File: src/rtl/dnn_ami_req_splitter_pkg.sv
// Shared AMI/DNNWeaver types and constants used by the request splitter
// and the read-response reassembler.
package dnn_ami_req_splitter_pkg;

  localparam int         AMI_BEAT_BYTES      = 64;
  localparam logic [5:0] AMI_BEAT_SIZE_FULL  = 6'd0;  // size 0 encodes a full 64-byte beat
  localparam int         DNN_MAX_BEATS_WIDTH = 15;

  localparam int DNN_ADDR_W = 32;
  localparam int DNN_SIZE_W = 20;
  localparam int DNN_PU_W   = 4;
  localparam int AMI_ADDR_W = 64;
  localparam int WR_DATA_W  = 512;
  localparam int AMI_DATA_W = 576;

  typedef struct packed {
    logic                  valid;
    logic                  is_write;
    logic [DNN_ADDR_W-1:0] addr;
    logic [DNN_SIZE_W-1:0] size;
    logic [DNN_PU_W-1:0]   pu_id;
  } dnn_mem_req_t;

  typedef struct packed {
    logic                  valid;
    logic                  is_write;
    logic [AMI_ADDR_W-1:0] addr;
    logic [AMI_DATA_W-1:0] data;
    logic [5:0]            size;
  } ami_req_t;

  typedef struct packed {
    logic                  valid;
    logic [DNN_ADDR_W-1:0] addr;
    logic [DNN_SIZE_W-1:0] size;
  } rd_tag_t;

  typedef enum logic {
    ST_IDLE  = 1'b0,
    ST_ISSUE = 1'b1
  } split_state_e;

  // Number of 64-byte beats needed to cover a byte count (rounded up).
  function automatic logic [DNN_MAX_BEATS_WIDTH-1:0] beats_for_size(
    input logic [DNN_SIZE_W-1:0] size
  );
    return {1'b0, size[DNN_SIZE_W-1:6]} + {{(DNN_MAX_BEATS_WIDTH-1){1'b0}}, |size[5:0]};
  endfunction

endpackage

File: src/rtl/dnn_ami_req_splitter.sv
// Splits one DNNWeaver memory command into a run of 64-byte AMI beats.
// Writes pair each beat with one upstream data word; reads post a single
// burst tag for the response reassembler.
//
// state    | meaning
// ---------+-----------------------------------------------------------
// ST_IDLE  | waiting for a command; grants it and latches the burst
// ST_ISSUE | presenting beats until the last one is accepted
module dnn_ami_req_splitter
  import dnn_ami_req_splitter_pkg::*;
#(
  parameter logic [AMI_ADDR_W-1:0] BASE_ADDR = 64'h0
) (
  input  logic                 clk,
  input  logic                 rst,
  input  dnn_mem_req_t         dnn_req_in,
  output logic                 dnn_req_grant,
  input  logic [WR_DATA_W-1:0] wr_data,
  input  logic                 wr_data_valid,
  output logic                 wr_data_ready,
  output ami_req_t             ami_req_out,
  input  logic                 ami_req_grant,
  output rd_tag_t              rd_tag_out,
  input  logic                 rd_tag_grant,
  output logic                 busy
);

  localparam int BEAT_BYTES = AMI_BEAT_BYTES;

  split_state_e                   state_q, state_d;
  logic [DNN_ADDR_W-1:0]          cur_addr;
  logic [DNN_MAX_BEATS_WIDTH-1:0] beats_left;
  logic [5:0]                     tail;
  logic                           is_wr;
  rd_tag_t                        tag_q;

  logic beat_valid;
  logic beat_xfer;
  logic last_beat;
  logic unused_pu;

  assign unused_pu  = ^dnn_req_in.pu_id;
  assign beat_valid = (state_q == ST_ISSUE) && (is_wr ? wr_data_valid : 1'b1);
  assign beat_xfer  = beat_valid && ami_req_grant;
  assign last_beat  = (beats_left == {{(DNN_MAX_BEATS_WIDTH-1){1'b0}}, 1'b1});
  assign rd_tag_out = tag_q;

  // State register.
  always_ff @(posedge clk or posedge rst) begin
    if (rst) state_q <= ST_IDLE;
    else     state_q <= state_d;
  end

  // Next state, command grant and beat presentation.
  always_comb begin
    state_d       = state_q;
    dnn_req_grant = 1'b0;
    wr_data_ready = 1'b0;
    busy          = 1'b0;
    ami_req_out   = '0;
    case (state_q)
      ST_IDLE: begin
        // A pending read tag only blocks further reads; writes never need it.
        dnn_req_grant = dnn_req_in.valid && (dnn_req_in.is_write || !tag_q.valid);
        if (dnn_req_grant && (dnn_req_in.size != '0)) state_d = ST_ISSUE;
      end
      ST_ISSUE: begin
        busy                 = 1'b1;
        ami_req_out.valid    = beat_valid;
        ami_req_out.is_write = is_wr;
        ami_req_out.addr     = BASE_ADDR + {32'b0, cur_addr};
        ami_req_out.size     = (last_beat && (tail != 6'd0)) ? tail : AMI_BEAT_SIZE_FULL;
        if (is_wr) ami_req_out.data = {64'b0, wr_data};
        wr_data_ready        = is_wr && ami_req_grant && wr_data_valid;
        if (beat_xfer && last_beat) state_d = ST_IDLE;
      end
      default: state_d = ST_IDLE;
    endcase
  end

  // Burst address and beat counters: loaded on grant, stepped per accepted beat.
  always_ff @(posedge clk or posedge rst) begin
    if (rst) begin
      cur_addr   <= '0;
      beats_left <= '0;
      tail       <= '0;
      is_wr      <= 1'b0;
    end else if (dnn_req_grant) begin
      cur_addr   <= {dnn_req_in.addr[DNN_ADDR_W-1:6], 6'b0};
      beats_left <= beats_for_size(dnn_req_in.size);
      tail       <= dnn_req_in.size[5:0];
      is_wr      <= dnn_req_in.is_write;
    end else if (beat_xfer) begin
      cur_addr   <= cur_addr + 32'(BEAT_BYTES);
      beats_left <= beats_left - 1'b1;
    end
  end

  // Read-burst tag: captured with the original address/size, held until taken.
  always_ff @(posedge clk or posedge rst) begin
    if (rst) begin
      tag_q <= '0;
    end else if (dnn_req_grant && !dnn_req_in.is_write && (dnn_req_in.size != '0)) begin
      tag_q <= '{valid: 1'b1, addr: dnn_req_in.addr, size: dnn_req_in.size};
    end else if (tag_q.valid && rd_tag_grant) begin
      tag_q.valid <= 1'b0;
    end
  end

endmodule

File: config.mk
export PLATFORM = sky130hd
export DESIGN_NAME = dnn_ami_req_splitter
export DESIGN_NICKNAME = d
export VERILOG_FILES = /design/src/rtl/dnn_ami_req_splitter_pkg.sv /design/src/rtl/dnn_ami_req_splitter.sv
export SDC_FILE = /design/constraint.sdc
export NUM_CORES = 1
export LEC_CHECK = 0
export ABC_AREA = 1
export CAP_MARGIN = 10
export CORE_AREA = 5 5 493 495
export DETAILED_ROUTE_END_ITERATION = 12
export DIE_AREA = 0 0 498 500
export PLACE_DENSITY = 0.34
export SETUP_SLACK_MARGIN = 0.5
export SYNTH_ARGS = -nofsm -noshare
export SYNTH_HDL_FRONTEND = slang
export SYNTH_SLANG_ARGS = --single-unit
File: constraint.sdc
create_clock -name clk -period 4.4 [get_ports clk]
set_input_delay 0.44 -clock clk [delete_from_list [all_inputs] [get_ports clk]]
set_output_delay 0.44 -clock clk [all_outputs]
set_load 0.02 [all_outputs]
==> run metrics <==
initial drt markers 1,195; DR pass1 iterations 5; RSZ-0062 raised after global routing false; CTS Hold Bufs 0; Async S/R FF share, synth 1.00; final cycle utilization of the critical path 0.745; Cell variety after synth 34; GRT Total Usage 0.156; clock root buffer clkbuf_16; critical path type reg2out; Final #Nets about 3,700; Sink Count slightly above 100; Placed Cells approximately 6,300; arrival time at the worst endpoint between 2000 and 3000 ps; clock network fraction of total power 0.070; CTS Buffer Depth 2; largest fanout on the critical path 80; Post-DRT Antenna Nets 0; Finished Cell Area between 20,000 and 30,000 um2; DR vias/cell approximately 2.7; total grt overflow 0; # rows around 180; Setup violations, final 0; Post-Synthesis Cell Area between 10,000 and 15,000 um2; clock period minus worst slack 3280 ps; vias in the first global route ~16,000; startpoint types register; Synthesis Warnings 0; H-tree Lvls 3; Area Overhead vs Synth 145%; Main synth FF type dfrtp_1; clk slew on worst S/H paths around 140 ps; Core Region about 240,000 um2; cts repair resizes 0; status finished clean; Yosys reg bits ~100; WL/cell approximately 32 um; Die Y roughly 500 um; synthesized instance count roughly 2,000; CTS tree yes; total number of vias between 15,000 and 20,000; DRC 0; Initial Utilization 0.0451; Gate power share 0.799; first-pass GRT wire length 240,000 um; Post-synth EDFFs 0; Switch Pwr 8.07 mW; Final HPWL DP ~190,000 um; max-slew violations 0; P_int a little under 6 mW; Sequential Power Share 0.131; die area approximately 250,000 um2; hold slack around 320 ps; Final TNS setup 0 ps; FILL cells 27,800; worst relative slew slack 0.467; final WL between 200,000 and 250,000 um; input/output buffers ~1,200; Leakage about 12 nW; P per Cell Area 533 nW/um2; placed inst area around 26,000 um2; worst-margin pin slew about 800 ps; crit end category output port; CP required 3960 ps; post-route insts no fill approximately 6,400; maximum clock rate roughly 310 MHz; Clk Latency, worst-skew pair 460 ps; initial antenna violation count 335; CTS Buf Count 9; peak supply drop about 0.24 mV; Die Span X between 400 and 500 um; syn avg cell area 5.35 um2; largest net degree at the start of global routing 85; number of max-cap violations 0; postcts setup bufs 0; GP Congestion approximately 1; Layout Skew around 64 ps; worst min-delay path category in2async; Hold Violations, Final 0; Net Sw Frac 0.577; ratio of cells with drive above 1 in the final layout 0.0310; most frequent cells in the layout 1,143 x clkdlybuf4s50_1, 620 x inv_1, 585 x nor2_1; IO Count between 1,000 and 1,500; register area share after synthesis 0.239; leading cell type in the layout, fill and taps excluded clkdlybuf4s50_1; total power around 14 mW
## worst max-delay path, cell delays in order, from the launching register on
cell             delay (ps)
dfrtp_1                 480
nand2_8                 260
buf_12                  330
buf_12                  250
nor2_1                  270
clkdlybuf4s50_1         660
## flip-flops by register name, summed over array words and instances (netlist names)
register	count
tail	6
cur_addr	26
rd_tag_out	53
is_wr	1
beats_left	15
state_q	1
## metal layers
layer  part of all wire  vias up  global-route usage
met5             0.0047        -                   0
met4              0.011      156             0.00716
met3               0.15      409               0.108
met2               0.47     1259               0.264
met1               0.37     7933               0.167
li1                   -     7698                   -
## synthesized netlist by cell type (2+ instances only)
| master | n | area share |
|---|---|---|
| inv_1 | 621 | 0.22 |
| nor2_1 | 585 | 0.21 |
| nand2_1 | 263 | 0.092 |
| buf_4 | 103 | 0.072 |
| dfrtp_1 | 102 | 0.24 |
| nand3_1 | 75 | 0.035 |
| buf_2 | 65 | 0.030 |
| o21ai_0 | 39 | 0.018 |
| o21ai_1 | 21 | 0.0098 |
| nand4_1 | 13 | 0.0076 |
| xor2_1 | 13 | 0.011 |
| a21oi_1 | 11 | 0.0051 |
| o22ai_1 | 11 | 0.0064 |
| o21bai_1 | 9 | 0.0063 |
| clkbuf_1 | 8 | 0.0028 |
| inv_2 | 8 | 0.0028 |
| buf_1 | 7 | 0.0025 |
| buf_6 | 5 | 0.0053 |
| ha_1 | 5 | 0.0058 |
| nand3_2 | 5 | 0.0047 |
| o211ai_1 | 5 | 0.0035 |
| nor2_2 | 4 | 0.0023 |
| nand2_2 | 3 | 0.0018 |
| nand3b_1 | 3 | 0.0021 |
| nor2_4 | 3 | 0.0032 |
| or2_2 | 3 | 0.0018 |
| a211oi_1 | 2 | 0.0014 |
## power groups by stage
stage	Sequential (mW)	Clock [mW]	Combinational (mW)
floorplan	1.99	0	4.46
global placement	1.84	0	11.7
detailed placement	1.84	0	11.6
CTS	1.84	1.05	11.7
global route	1.90	1.06	11.9
finish	1.84	0.981	11.2
## final timing paths
kind,from,endpoint,slack [ps],cells after the start
max in group asynchronous,rst,rd_tag_out[25],3040,3
min in group clk,rd_tag_out[24],rd_tag_out[24],480,2
worst min-delay path,rst,rd_tag_out[48],320,2
worst max register to register,state_q,cur_addr[12],1560,6
worst max-delay path,is_wr,ami_req_out[177],1120,5
worst min register to register,rd_tag_out[24],rd_tag_out[24],480,2
## cell families (layout without fill, tap and decap cells)
kind of cell	count (synthesis)	count (layout)	share of synthesized area
AND/OR/NAND/NOR	960	960	0.358
buffers and inverters	817	1842	0.334
flip-flops	102	102	0.239
AO/OA/AOI/OAI	101	101	0.0532
XOR/XNOR	13	13	0.0106
adder cells (fa/ha/maj)	5	5	0.00585
other	1	164	0.000350
## per-stage QoR
stage	setup slack (ps)	utilization
detailed placement	1430	0.109
CTS	984	0.110
floorplan	1280	-
global route	928	0.110
finish	1120	0.111
global placement	1410	0.109
## final cells by class
class	instances	area, um2	share of cell area
antenna	62	155	0.00591
clock buffer	10	229	0.00872
clock inverter	6	53.8	0.00205
inverter	629	2360	0.0900
multi-input combinational	1181	4970	0.190
sequential	102	2550	0.0972
tap	3167	3960	0.151
timing repair buffer	1197	12000	0.456
Note: power is estimated with default switching activity, not from simulation.
